$ cat config.mk
export PLATFORM = sky130hd
export DESIGN_NAME = spi_master_txn_scheduler
export DESIGN_NICKNAME = d
export VERILOG_FILES = /design/src/rtl/spi_master_txn_scheduler.sv
export SDC_FILE = /design/constraint.sdc
export NUM_CORES = 1
export LEC_CHECK = 0
export CAP_MARGIN = 20
export CORE_MARGIN = 1
export CORE_UTILIZATION = 46
export CTS_BUF_LIST = sky130_fd_sc_hd__clkbuf_8
export DETAILED_ROUTE_END_ITERATION = 16
export HOLD_SLACK_MARGIN = 0.05
export PLACE_DENSITY = 0.75
export SLEW_MARGIN = 5
export SYNTH_ARGS = -nofsm -noshare
export SYNTH_HDL_FRONTEND = slang
export SYNTH_SLANG_ARGS = --single-unit
$ cat constraint.sdc
create_clock -name pclk -period 3.2 [get_ports pclk]
set_clock_uncertainty 0.15 [all_clocks]
set_input_delay 0.48 -clock pclk [delete_from_list [all_inputs] [get_ports pclk]]
set_output_delay 0.48 -clock pclk [all_outputs]
set_load 0.05 [all_outputs]
$ cat src/rtl/spi_master_txn_scheduler.sv
// spi_master_txn_scheduler: round-robin arbiter in front of one SPI master. Each grant runs
// CS assert, setup delay, a full-duplex MSB-first shift, hold delay and CS deassert, then a
// one-cycle CS-high gap before the next arbitration.
module spi_master_txn_scheduler #(
  parameter  int unsigned NUM_REQ      = 4,
  parameter  int unsigned NO_OF_SLAVES = 4,
  parameter  int unsigned DATA_WIDTH   = 8,
  parameter  int unsigned DIV_W        = 8,
  localparam int unsigned SelW         = (NO_OF_SLAVES > 1) ? $clog2(NO_OF_SLAVES) : 1
) (
  input  logic                         pclk,
  input  logic                         areset,
  input  logic [NUM_REQ-1:0]           req,
  input  logic [NUM_REQ*SelW-1:0]      req_cs_sel,
  input  logic [NUM_REQ*DATA_WIDTH-1:0] req_tx_data,
  output logic [NUM_REQ-1:0]           grant,
  output logic [NUM_REQ-1:0]           done,
  output logic [DATA_WIDTH-1:0]        rx_data,
  output logic                         busy,
  input  logic                         cfg_cpol,
  input  logic                         cfg_cpha,
  input  logic [DIV_W-1:0]             cfg_baud_div,
  input  logic [DIV_W-1:0]             cfg_c2t_delay,
  input  logic [DIV_W-1:0]             cfg_t2c_delay,
  output logic                         sclk,
  output logic [NO_OF_SLAVES-1:0]      cs_n,
  output logic                         mosi,
  input  logic                         miso
);

  localparam int unsigned IdxW  = (NUM_REQ > 1) ? $clog2(NUM_REQ) : 1;
  localparam int unsigned EdgeW = $clog2(2 * DATA_WIDTH);
  localparam logic [EdgeW-1:0] LastEdge = EdgeW'(2 * DATA_WIDTH - 1);

  typedef enum logic [2:0] {StIdle, StSetup, StShift, StHold, StGap} state_e;

  state_e                  state_q, state_d;
  logic [NUM_REQ-1:0]      grant_q, grant_d;
  logic [NUM_REQ-1:0]      done_q, done_d;
  logic [DATA_WIDTH-1:0]   rx_data_q, rx_data_d;
  logic [NO_OF_SLAVES-1:0] cs_n_q, cs_n_d;
  logic                    sclk_q, sclk_d;
  logic                    mosi_q, mosi_d;
  logic [IdxW-1:0]         ptr_q, ptr_d;
  logic [IdxW-1:0]         owner_q, owner_d;
  logic [DIV_W-1:0]        cnt_q, cnt_d;
  logic [EdgeW-1:0]        edge_q, edge_d;
  logic [DATA_WIDTH-1:0]   tx_sr_q, tx_sr_d;
  logic [DATA_WIDTH-1:0]   rx_sr_q, rx_sr_d;
  logic                    cpha_q, cpha_d;
  logic [DIV_W-1:0]        baud_q, baud_d;
  logic [DIV_W-1:0]        t2c_q, t2c_d;

  logic [SelW-1:0]         sel_arr [NUM_REQ];
  logic [DATA_WIDTH-1:0]   tx_arr  [NUM_REQ];
  logic                    pick_valid;
  logic [IdxW-1:0]         pick_idx;
  logic [31:0]             cand;
  logic                    do_edge;

  for (genvar g = 0; g < NUM_REQ; g++) begin : g_unpack
    assign sel_arr[g] = req_cs_sel[g*SelW +: SelW];
    assign tx_arr[g]  = req_tx_data[g*DATA_WIDTH +: DATA_WIDTH];
  end

  // Out-of-range selects leave every chip select high.
  function automatic logic [NO_OF_SLAVES-1:0] cs_decode(input logic [SelW-1:0] sel);
    cs_decode = '1;
    for (int unsigned s = 0; s < NO_OF_SLAVES; s++) begin
      if (32'(sel) == s) cs_decode[s] = 1'b0;
    end
  endfunction

  // Round-robin pick: first set request at or after the pointer, wrapping.
  always_comb begin
    pick_valid = 1'b0;
    pick_idx   = '0;
    cand       = '0;
    for (int unsigned k = 0; k < NUM_REQ; k++) begin
      cand = (32'(ptr_q) + k) % NUM_REQ;
      if (!pick_valid && req[cand[IdxW-1:0]]) begin
        pick_valid = 1'b1;
        pick_idx   = cand[IdxW-1:0];
      end
    end
  end

  // Transfer sequencer next-state and registered outputs.
  always_comb begin
    state_d   = state_q;
    grant_d   = grant_q;
    done_d    = '0;
    rx_data_d = rx_data_q;
    cs_n_d    = cs_n_q;
    sclk_d    = sclk_q;
    mosi_d    = mosi_q;
    ptr_d     = ptr_q;
    owner_d   = owner_q;
    cnt_d     = cnt_q;
    edge_d    = edge_q;
    tx_sr_d   = tx_sr_q;
    rx_sr_d   = rx_sr_q;
    cpha_d    = cpha_q;
    baud_d    = baud_q;
    t2c_d     = t2c_q;
    do_edge   = 1'b0;

    unique case (state_q)
      StIdle: begin
        sclk_d = cfg_cpol;
        if (pick_valid) begin
          state_d          = StSetup;
          grant_d          = '0;
          grant_d[pick_idx] = 1'b1;
          owner_d          = pick_idx;
          cpha_d           = cfg_cpha;
          baud_d           = cfg_baud_div;
          t2c_d            = cfg_t2c_delay;
          cnt_d            = cfg_c2t_delay;
          edge_d           = '0;
          rx_sr_d          = '0;
          cs_n_d           = cs_decode(sel_arr[pick_idx]);
          // CPHA=0 needs the MSB on the wire before the first (sampling) edge.
          if (!cfg_cpha) begin
            mosi_d  = tx_arr[pick_idx][DATA_WIDTH-1];
            tx_sr_d = tx_arr[pick_idx] << 1;
          end else begin
            mosi_d  = 1'b0;
            tx_sr_d = tx_arr[pick_idx];
          end
        end
      end
      StSetup: begin
        // The setup window ends with the first SCLK edge.
        if (cnt_q == '0) begin
          do_edge = 1'b1;
          cnt_d   = baud_q;
          state_d = StShift;
        end else begin
          cnt_d = cnt_q - 1'b1;
        end
      end
      StShift: begin
        if (cnt_q == '0) begin
          do_edge = 1'b1;
          if (edge_q == LastEdge) begin
            state_d = StHold;
            cnt_d   = t2c_q;
          end else begin
            cnt_d = baud_q;
          end
        end else begin
          cnt_d = cnt_q - 1'b1;
        end
      end
      StHold: begin
        if (cnt_q == '0) begin
          state_d   = StGap;
          cs_n_d    = '1;
          done_d    = grant_q;
          rx_data_d = rx_sr_q;
          grant_d   = '0;
          mosi_d    = 1'b0;
          ptr_d     = (owner_q == IdxW'(NUM_REQ - 1)) ? '0 : owner_q + IdxW'(1);
        end else begin
          cnt_d = cnt_q - 1'b1;
        end
      end
      StGap: begin
        state_d = StIdle;
      end
      default: begin
        state_d = StIdle;
      end
    endcase

    if (do_edge) begin
      sclk_d = ~sclk_q;
      edge_d = edge_q + 1'b1;
      // Even edges are leading; CPHA decides whether a given edge launches or samples.
      if (edge_q[0] ^ cpha_q) begin
        mosi_d  = tx_sr_q[DATA_WIDTH-1];
        tx_sr_d = tx_sr_q << 1;
      end else begin
        rx_sr_d = (rx_sr_q << 1) | DATA_WIDTH'(miso);
      end
    end
  end

  // State and output registers; reset aborts any transfer in flight.
  always_ff @(posedge pclk or negedge areset) begin
    if (!areset) begin
      state_q   <= StIdle;
      grant_q   <= '0;
      done_q    <= '0;
      rx_data_q <= '0;
      cs_n_q    <= '1;
      sclk_q    <= 1'b0;
      mosi_q    <= 1'b0;
      ptr_q     <= '0;
      owner_q   <= '0;
      cnt_q     <= '0;
      edge_q    <= '0;
      tx_sr_q   <= '0;
      rx_sr_q   <= '0;
      cpha_q    <= 1'b0;
      baud_q    <= '0;
      t2c_q     <= '0;
    end else begin
      state_q   <= state_d;
      grant_q   <= grant_d;
      done_q    <= done_d;
      rx_data_q <= rx_data_d;
      cs_n_q    <= cs_n_d;
      sclk_q    <= sclk_d;
      mosi_q    <= mosi_d;
      ptr_q     <= ptr_d;
      owner_q   <= owner_d;
      cnt_q     <= cnt_d;
      edge_q    <= edge_d;
      tx_sr_q   <= tx_sr_d;
      rx_sr_q   <= rx_sr_d;
      cpha_q    <= cpha_d;
      baud_q    <= baud_d;
      t2c_q     <= t2c_d;
    end
  end

  assign grant   = grant_q;
  assign done    = done_q;
  assign rx_data = rx_data_q;
  assign busy    = (state_q != StIdle);
  assign sclk    = sclk_q;
  assign cs_n    = cs_n_q;
  assign mosi    = mosi_q;

endmodule

==> impl_metrics.csv, run 1 <==
group,metric,value,unit
routing,wl_per_cell,15.2,µm
grt,grt_max_degree,75,
critical_path,cp-start-kind,"register",
sta,post-route-period-util,89.2,%
die,coreArea,8260,µm²
sta,timing.final.max_slew_violations,0,
critical_path,crit_chain,"inv_1 > ha_1 > or3b_4 > or3_1 > or3_1 > nor2_8 > o21ai_0",
die,io_pins,96,
critical_path,cp_slowest_cell,"or3_1",
synth,yosys.area.top_type,"dfrtp_1",
grt,grt_use_total,22.2,%
routing,viasPerCell,5.58,
synth,async_reset_ff_share,100,%
final_layout,final_nets,587,
place,portBuffers,95,
final_layout,drive_above_1_share,8.72,%
final_layout,syn_to_final_growth,31.5,%
clock_tree,cts.sinks,74,
sta,finalSetupTns,0,ps
critical_path,cp-end-kind,"register",
grt,grt_pass1_vias,3342,
clock_tree,cts_tree,"done",
clock_tree,clk_path_buf_depth,2,
sta,slew_headroom,39.0,%
clock_tree,clock-root-buffer,"clkbuf_8",
clock_tree,post_cts_resized,0,
sta,whs,118,ps
power_and_ir_drop,irDropWorstVdd,326,µV
min_path,hold_class,"input pin to asynchronous set/reset pin",
grt,grt_first_pass_wirelength,15300,µm
routing,drc,0,
synth,synthTopCellsByArea,"dfrtp_1, nand2_1, mux2i_1",
critical_path,cp.arrival,2930,ps
synth,netlist_top_cells_count,"nand2_1, dfrtp_1, mux2i_1, o21ai_0, nand3_1",
final_layout,fill_cells,732,
sta,max_freq,0.351,GHz
status,status,"completed",
clock_tree,numCtsBuffers,9,
synth,synth_enable_flop_cells,0,
clock_tree,clkSlewWorstSetupHoldPaths,80,ps
sta,worst_pin_slew,915,ps
final_layout,multiInputGateArea,1930,µm²
synth,syn-mean-instance-area,9.44,µm²
sta,final_hold_viol_count,0,
synth,synthCells,418,
synth,synth_top_area_share,44.4,%
critical_path,critPathBufInv,1,
routing,firstDrtPassIters,4,
synth,synth.cell_area,3950,µm²
die,dieWidth,94.6,µm
synth,ys.flop_type,"dfrtp_1",
critical_path,crit_family,"simple AND/OR/NAND/NOR gates",
final_layout,regArea,1860,µm²
place,gp_congestion,0.823,
clock_tree,cts.hold.buffers_added,0,
clock_tree,post_cts_buffers,0,
routing,drt_iter0_markers,256,
routing,vias,3464,
sta,grt_setup_unrepaired,"no",
clock_tree,cts-htree-levels,3,
grt,grt.overflow.total,0,
power_and_ir_drop,leakage,2.37,nW
run,cap_violations,0,
critical_path,crit_top_cell,"or3_1",
critical_path,slowest_delay,570,ps
grt,antenna_found_initial,0,
routing,antenna_left,0,
power_and_ir_drop,power.density,732,nW/µm²
sta,setup_viol,0,
die,rows,33,
critical_path,critical_path_class,"register to register",
clock_tree,clk_latency,350,ps
synth,synth_warnings,0,
die,die_h,94.6,µm
routing,drt-total-wl,9450,µm
synth,ys_ff_latch,74,
critical_path,cp_max_fo,16,
die,die-area,8950,µm²
synth,yosysUniqueCellTypes,52,
synth,synth_fp_nets,494,
synth,synth-seq-area-share,47.1,%
die,start_util,47.8,%
final_layout,diodes,0,
critical_path,crit_required,3270,ps
place,place_hpwl,6810,µm
sta,period_needed,2850,ps
synth,yosysMostFrequentCell,"nand2_1",
## per-stage QoR
step	worst slack (ps)	power (mW)	std cells	utilization, %	cell area, µm²
after global routing	176	4.04	621	62.8	5190
after floorplan	605	2.56	418	-	3950
final	347	3.80	621	62.8	5190
after detailed placement	364	3.06	605	60.3	4980
after global placement	422	2.98	604	60.3	4980
after CTS	357	3.82	621	62.8	5190
## metal layers
metal	vias to the layer above	track usage [%]	wire length [µm]
met2	107	35.7	4670
li1	1666	-	-
met3	11	4.91	600
met4	0	8.33	127
met1	1680	29.5	4050
met5	-	0	0
## power breakdown
part           switching [mW]  internal, mW
logic                   0.854         0.674
registers               0.263          1.26
clock network           0.367         0.383
total                    1.48          2.32
## state kept, by name, indices dropped and copies added, names as in the netlist, 3 cells and up
name     count
cs_n         4
rx_sr_q      8
edge_q       4
cnt_q        8
rx_data      8
baud_q       8
tx_sr_q      8
done         4
grant        4
state_q      3
t2c_q        8
## path summary, 6_finish.rpt
path / startpoint / endpoint / slack (ps) / cells past startpoint
worst max-delay path: cnt_q[0] / rx_sr_q[1] / 350 / 7
worst min-delay path: areset / cnt_q[4] / 120 / 1
worst max register to register: cnt_q[0] / rx_sr_q[1] / 350 / 7
worst min register to register: rx_data[5] / rx_data[5] / 330 / 2
max in group asynchronous: areset / done[0] / 2190 / 1
min in group pclk: rx_data[5] / rx_data[5] / 330 / 2
## cell families (layout without fill, tap and decap cells)
| kind of cell | after synthesis | in the layout | share of synthesized area, % |
|---|---|---|---|
| XOR/XNOR | 4 | 4 | 0.888 |
| flip-flops | 74 | 74 | 47.1 |
| AO/OA/AOI/OAI | 81 | 81 | 14.7 |
| adder cells (fa/ha/maj) | 3 | 3 | 0.952 |
| buffers and inverters | 33 | 131 | 4.00 |
| AND/OR/NAND/NOR | 190 | 190 | 21.2 |
| multiplexers | 33 | 33 | 11.2 |
## cells in the final DEF (no fill, tap or decap), types with 8 or more instances in the layout
master / netlist / routed
nand2_1: 123 / 123
clkdlybuf4s50_1: 0 / 94
dfrtp_1: 70 / 70
mux2i_1: 23 / 23
o21ai_0: 23 / 23
nand3_1: 18 / 18
nor2_1: 15 / 15
buf_4: 1 / 12
inv_1: 9 / 10
a21oi_1: 10 / 10
clkbuf_8: 0 / 10
and2_1: 9 / 9
o211ai_1: 8 / 8
## final cells by class
type	count	area share [%]
Clock inverter	6	1.28
Inverter	9	0.651
Tap cell	105	2.53
Clock buffer	10	2.65
Sequential cell	74	35.8
Timing Repair Buffer	106	19.9
Multi-Input combinational cell	311	37.2
Note: power is estimated with default switching activity, not from simulation.
==> run 2, diff against run 1 <==
--- a/config.mk
+++ b/config.mk
@@ -12,6 +12,8 @@
 export DETAILED_ROUTE_END_ITERATION = 16
 export HOLD_SLACK_MARGIN = 0.05
 export PLACE_DENSITY = 0.75
+export SETUP_SLACK_MARGIN = 0.3
+export SKIP_CTS_REPAIR_TIMING = 1
 export SLEW_MARGIN = 5
 export SYNTH_ARGS = -nofsm -noshare
 export SYNTH_HDL_FRONTEND = slang
==> impl_metrics.csv, run 2 (synthesis results as in run 1) <==
group,metric,value,unit
critical_path,cp_max_fo,15,
critical_path,crit_family,"buffers and inverters",
critical_path,crit_required,2570,ps
grt,grt_first_pass_wirelength,15300,µm
critical_path,cp_slowest_cell,"clkdlybuf4s50_1",
die,die_h,94.6,µm
die,io_pins,96,
sta,slew_headroom,38.6,%
grt,grt.overflow.total,0,
sta,setup_viol,0,
sta,timing.final.max_slew_violations,0,
grt,grt_util_met1,29.5,%
critical_path,cp-start-kind,"register",
grt,grt_max_degree,75,
power_and_ir_drop,power.density,732,nW/µm²
sta,worst_pin_slew,920,ps
run,cap_violations,0,
clock_tree,cts-htree-levels,3,
grt,met2_usage,35.7,%
clock_tree,numCtsBuffers,9,
final_layout,drive_above_1_share,9.30,%
routing,viasPerCell,5.60,
clock_tree,clock-root-buffer,"clkbuf_8",
routing,drt_iter0_markers,210,
clock_tree,cts.sinks,74,
grt,antenna_found_initial,0,
grt,grt_use_total,22.2,%
power_and_ir_drop,leakage,2.37,nW
die,rows,33,
place,portBuffers,95,
sta,post-route-period-util,88.2,%
min_path,hold_class,"input pin to asynchronous set/reset pin",
clock_tree,clk_latency,350,ps
critical_path,crit_chain,"nor3_1 > buf_4 > inv_1 > clkdlybuf4s50_1",
clock_tree,clk_path_buf_depth,2,
sta,final_hold_viol_count,0,
routing,drt-total-wl,9460,µm
final_layout,final_cell_area,5210,µm²
place,place_hpwl,6810,µm
routing,vias,3476,
die,coreArea,8260,µm²
routing,firstDrtPassIters,4,
grt,grt_pass1_vias,3342,
final_layout,syn_to_final_growth,32.0,%
routing,drc,0,
routing,antenna_left,0,
sta,setup_ws,378,ps
critical_path,critPathBufInv,3,
status,status,"completed",
clock_tree,cts_tree,"done",
grt,met3_usage,4.91,%
routing,wl_per_cell,15.2,µm
die,die-area,8950,µm²
final_layout,final_common_cell,"nand2_1",
sta,finalSetupTns,0,ps
power_and_ir_drop,irDropWorstVdd,326,µV
die,dieWidth,94.6,µm
final_layout,final_cell_mix,"nand2_1, clkdlybuf4s50_1, dfrtp_1",
die,start_util,47.8,%
final_layout,final_nets,587,
final_layout,diodes,0,
sta,period_needed,2820,ps
critical_path,cp.arrival,2190,ps
critical_path,critical_path_class,"register to primary output",
sta,max_freq,0.354,GHz
critical_path,slowest_delay,810,ps
clock_tree,clkSlewWorstSetupHoldPaths,80,ps
critical_path,cp-end-kind,"primary output",
place,dp_worst_setup_slack,364,ps
sta,grt_setup_unrepaired,"no",
place,postPlaceCellArea,4980,µm²
place,gp_congestion,0.823,
grt,top_usage_layer,"met2",
==> run 2: final cells by class <==
type	instances	area, µm²
well taps	105	131
repair buffers	106	1030
flip-flops and latches	74	1860
inverters	9	33.8
clock inverters	6	66.3
clock buffers	10	138
fillers	726	3050
multi-input cells	311	1950
==> run 2: path summary, 6_finish.rpt <==
| kind | slack, ps | depth (start not counted) | startpoint | endpoint |
|---|---|---|---|---|
| hold / removal | 110 | 1 | areset | state_q[0] |
| max in group asynchronous | 2190 | 1 | areset | edge_q[1] |
| min in group pclk | 330 | 2 | rx_data[5] | rx_data[5] |
| hold reg to reg | 330 | 2 | rx_data[5] | rx_data[5] |
| setup reg to reg | 450 | 8 | cnt_q[0] | cnt_q[3] |
| setup / recovery | 380 | 4 | state_q[1] | busy |
==> run 2: report_power, final <==
part | internal, mW | leakage, nW | total [mW] | switching [mW]
Clock | 0.383 | 0.100 | 0.753 | 0.370
Sequential | 1.26 | 0.949 | 1.52 | 0.263
Combinational | 0.676 | 1.32 | 1.54 | 0.861
==> run 2: routing by layer <==
metal / vias up / share of wire [%] / wire length, µm
li1: 1666 / - / -
met1: 1679 / 42 / 4020
met2: 119 / 49 / 4660
met3: 12 / 7.0 / 665
met4: 0 / 1.2 / 116
met5: - / 0 / 0
==> run 2: stage by stage <==
| stage | power, mW | utilization (%) | hold slack (ps) | std cells |
|---|---|---|---|---|
| floorplan | 2.56 | - | 34.4 | 418 |
| CTS | 3.82 | 62.8 | 137 | 621 |
| finish | 3.81 | 63.0 | 114 | 621 |
| global route | 4.05 | 63.0 | 178 | 621 |
| detailed placement | 3.06 | 60.3 | 312 | 605 |
| global placement | 2.98 | 60.3 | 307 | 604 |
==> run 2: worst register-to-register path, cell delays in order (launching register included) <==
cell and delay [ps]:
dfrtp_1 430, inv_1 100, ha_1 180, or3b_4 420, or3_4 430, buf_4 200, a221oi_1 370, a311oi_1 90
a221o_1 270
==> run 3, diff against run 2 <==
--- a/config.mk
+++ b/config.mk
@@ -6,11 +6,11 @@
 export NUM_CORES = 1
 export LEC_CHECK = 0
 export CAP_MARGIN = 20
-export CORE_MARGIN = 1
+export CORE_MARGIN = 5
 export CORE_UTILIZATION = 46
 export CTS_BUF_LIST = sky130_fd_sc_hd__clkbuf_8
 export DETAILED_ROUTE_END_ITERATION = 16
-export HOLD_SLACK_MARGIN = 0.05
+export HOLD_SLACK_MARGIN = 0.12
 export PLACE_DENSITY = 0.75
 export SETUP_SLACK_MARGIN = 0.3
 export SKIP_CTS_REPAIR_TIMING = 1
==> impl_metrics.csv, run 3 (synthesis results as in run 1) <==
group,metric,value,unit
clock_tree,clkSlewWorstSetupHoldPaths,80,ps
critical_path,cp-end-kind,"register",
power_and_ir_drop,leakage,2.40,nW
status,status,"completed",
critical_path,crit_required,3280,ps
routing,drt_iter0_markers,193,
critical_path,cp-start-kind,"register",
critical_path,crit_chain,"inv_1 > ha_1 > or3b_4 > or3_1 > or3_1 > nor2_8 > o21ai_0",
grt,grt.overflow.total,0,
critical_path,cp.arrival,2880,ps
sta,setup_viol,0,
min_path,hold_class,"register to register",
routing,drc,0,
routing,firstDrtPassIters,4,
grt,antenna_found_initial,0,
power_and_ir_drop,power.density,729,nW/µm²
die,die-area,10500,µm²
final_layout,syn_to_final_growth,32.7,%
die,rows,33,
routing,antenna_left,0,
place,portBuffers,95,
sta,timing.final.max_slew_violations,0,
grt,grt_max_degree,36,
clock_tree,cts.sinks,74,
clock_tree,cts_tree,"done",
die,coreArea,8300,µm²
die,io_pins,96,
sta,post-route-period-util,87.6,%
place,place_hpwl,7220,µm
routing,drt-total-wl,9690,µm
final_layout,drive_above_1_share,9.25,%
sta,final_hold_viol_count,0,
clock_tree,numCtsBuffers,9,
die,die_h,103,µm
sta,max_freq,0.357,GHz
critical_path,critical_path_class,"register to register",
sta,worst_pin_slew,852,ps
critical_path,cp_max_fo,16,
critical_path,rrSetupSlack,400,ps
run,cap_violations,0,
sta,grt_setup_unrepaired,"yes",
routing,wl_per_cell,15.5,µm
final_layout,final_common_cell,"nand2_1",
min_path,min_path_cells,2,
routing,vias,3470,
die,start_util,47.5,%
critical_path,reg2reg_depth,7,
die,dieWidth,103,µm
critical_path,slowest_delay,580,ps
place,gp_congestion,0.873,
critical_path,cp_slowest_cell,"or3_1",
sta,setup_ws,397,ps
place,dp_worst_setup_slack,366,ps
power_and_ir_drop,irDropWorstVdd,291,µV
grt,grt_pass1_vias,3564,
clock_tree,clk_path_buf_depth,2,
min_path,hp-start,"rx_data[4]",
critical_path,crit_top_cell,"or3_1",
sta,period_needed,2800,ps
clock_tree,clock-root-buffer,"clkbuf_8",
critical_path,rr_startpoint,"cnt_q[0]",
sta,slew_headroom,42.8,%
grt,grt_first_pass_wirelength,16500,µm
sta,finalSetupTns,0,ps
final_layout,final_nets,590,
clock_tree,clk_latency,350,ps
final_layout,diodes,0,
critical_path,r2r_end,"rx_sr_q[5]",
routing,viasPerCell,5.56,
final_layout,final_cell_mix,"nand2_1, clkdlybuf4s50_1, dfrtp_1",
min_path,hold_end,"rx_data[4]",
grt,grt_use_total,19.7,%
clock_tree,cts-htree-levels,3,
==> run 3: layout make-up <==
cell class	instances	area, µm²
sequential	74	1860
tap	105	131
multi-input combinational	311	1940
clock inverter	6	66.3
fill	696	3060
timing repair buffer	109	1070
clock buffer	10	138
inverter	9	33.8
==> run 3: how the worst max path moves through the flow <==
stage	from	to	slack, ps	cells after the start
5_1_grt	cnt_q[0]	mosi	230	8
6_report	cnt_q[0]	rx_sr_q[5]	400	7
2_1_floorplan	cnt_q[0]	rx_sr_q[5]	610	10
3_3_place_gp	req[3]	tx_sr_q[7]	440	8
4_1_cts	cnt_q[0]	mosi	390	9
3_5_place_dp	req[3]	tx_sr_q[6]	370	8
==> run 3: layer usage <==
metal  part of all wire [%]  vias to the layer above  GRT usage, %
met5                      0                        -             0
met4                    1.3                        0          7.67
met3                    7.3                       11          4.94
met2                     46                      117          30.9
met1                     45                     1667          26.5
li1                       -                     1675             -
==> run 3: through the flow <==
stage | instance area (µm²) | cells | power, mW | util [%] | hold WS [ps]
finish | 5240 | 624 | 3.82 | 63.1 | 331
global route | 5240 | 624 | 4.09 | 63.1 | 354
CTS | 5200 | 622 | 3.82 | 62.7 | -61.6
detailed placement | 5000 | 606 | 3.07 | 60.3 | 318
global placement | 5000 | 606 | 3.01 | 60.3 | 311
floorplan | 3950 | 418 | 2.56 | - | 34.4
==> run 3: where the power goes <==
part	leakage, nW	internal [mW]	switching (mW)
clock network	0.100	0.383	0.369
logic	1.35	0.689	0.856
registers	0.949	1.26	0.261
total	2.40	2.33	1.49
==> run 3: worst max-delay path: cells and delay by family (launching register included) <==
family | cells | cell delay [ps]
flip-flops | 1 | 420
AND/OR/NAND/NOR | 4 | 1700
AO/OA/AOI/OAI | 1 | 130
adder cells (fa/ha/maj) | 1 | 170
buffers and inverters | 1 | 90
==> RTL edit (config.mk and constraints of run 2) <==
`rx_data_q`, `tx_sr_q` and `rx_sr_q` no longer have a reset.
--- a/src/rtl/spi_master_txn_scheduler.sv
+++ b/src/rtl/spi_master_txn_scheduler.sv
@@ -195,3 +195,2 @@
       done_q    <= '0;
-      rx_data_q <= '0;
       cs_n_q    <= '1;
@@ -203,4 +202,2 @@
       edge_q    <= '0;
-      tx_sr_q   <= '0;
-      rx_sr_q   <= '0;
       cpha_q    <= 1'b0;
@@ -212,3 +209,2 @@
       done_q    <= done_d;
-      rx_data_q <= rx_data_d;
       cs_n_q    <= cs_n_d;
@@ -220,4 +216,2 @@
       edge_q    <= edge_d;
-      tx_sr_q   <= tx_sr_d;
-      rx_sr_q   <= rx_sr_d;
       cpha_q    <= cpha_d;
@@ -226,2 +220,8 @@
     end
+  end
+
+  always_ff @(posedge pclk) begin
+    rx_data_q <= rx_data_d;
+    tx_sr_q   <= tx_sr_d;
+    rx_sr_q   <= rx_sr_d;
   end
Behaviour: same outputs for any inputs over 4 cycles, from zero or initial values and one cycle with areset low; that may be too few to reach the edited logic, so the function may still have changed.
==> RTL edit against run 2 <==
Power up 19%; wire length grew 10%; worst setup slack improved by 0.12 ns; cell area up 2.9%; register-to-register slack better by 0.04 ns; sequential cell count stayed put; synthesized area increased by 2.0%.
==> RTL edit: results (changes against run 2) <==
| Metric | Value |
|---|---|
| Multi-In Gates | 320 (+2.9%) |
| Cell-internal power | 0.00275 W (+19%) |
| CP arrival | 2.85 ns (+0.66 ns) |
| Cells after Synth | 427 (+2.2%) |
| Fin util | 64.3% (+1.2 points) |
| Register area share after synthesis | 45.2% (-1.9 points) |
| Crit path max-delay family | simple AND/OR/NAND/NOR gates |
| Post-synth EDFFs | 8 (+8) |
| Slowest CP cell | dfrtp_1 |
| Status | finished, final reports clean |
| First-pass GRT wire length | 17100 microns (+11%) |
| Fraction of area in multi-input gates | 38.3% (+0.87 points) |
| Worst VDD drop | 0.662 mV (+100%) |
| Plain + repair buffers | 109 (+2.8%) |
| Post-DP HPWL | 7590 microns (+12%) |
| CP max FO | 10 (-5) |
| Most frequent cells after synthesis | nand2_1 (94), dfrtp_1 (46), o21ai_0 (33) |
| Met3 usage | 5.26% (+0.35 points) |
| Sequential share of cell area | 33.9% (-1.8 points) |
| Share of post-route cells with drive strength above 1 | 12.7% (+3.4 points) |
| Drt pass-1 iters | 5 (+1) |
| Clock network share of area | 4.83% (+0.92 points) |
| GRT met2 Usage | 39.9% (+4.3 points) |
| Data buffer area share | 19.9% (+0.14 points) |
| GR Util met1 | 33.2% (+3.7 points) |
| P_comb | 0.00205 W (+33%) |
| Vias in the first global route | 3478 (+4.1%) |
| Synth Area in Adders | 0.933% (-0.018 points) |
-- RTL edit: changes by cell type in the layout (fill, tap and decap cells not counted), sizes merged, moves of 5 or more --
cell,run 2,this run
o2111ai,0,7
dfxtp,0,16
and2,9,2
o21ai,23,36
o22ai,1,6
edfxtp,0,8
mux2,2,7
and3,1,8
dfrtp,70,46
nand3,18,26
a211oi,0,9
nand2,123,96
mux2i,23,6
-- RTL edit: final timing paths --
check,cells past startpoint,from,end,slack (ns)
worst max-delay path,9,cnt_q[0],mosi,0.49
worst min-delay path,0,rx_sr_q[7],rx_data[7],0.30
worst max register to register,9,cnt_q[0],mosi,0.49
worst min register to register,0,rx_sr_q[7],rx_data[7],0.30
max in group asynchronous,4,areset,cs_n[1],1.83
min in group asynchronous,2,areset,cnt_q[4],0.36
-- RTL edit: worst register-to-register path: cells and delay by family, from the launching register on --
kind            cells  cell delay (ns)
compound gates      1             0.16
fa+ha+maj           1             0.22
buf+inv             2             0.38
flops               1             0.42
simple gates        5             1.31
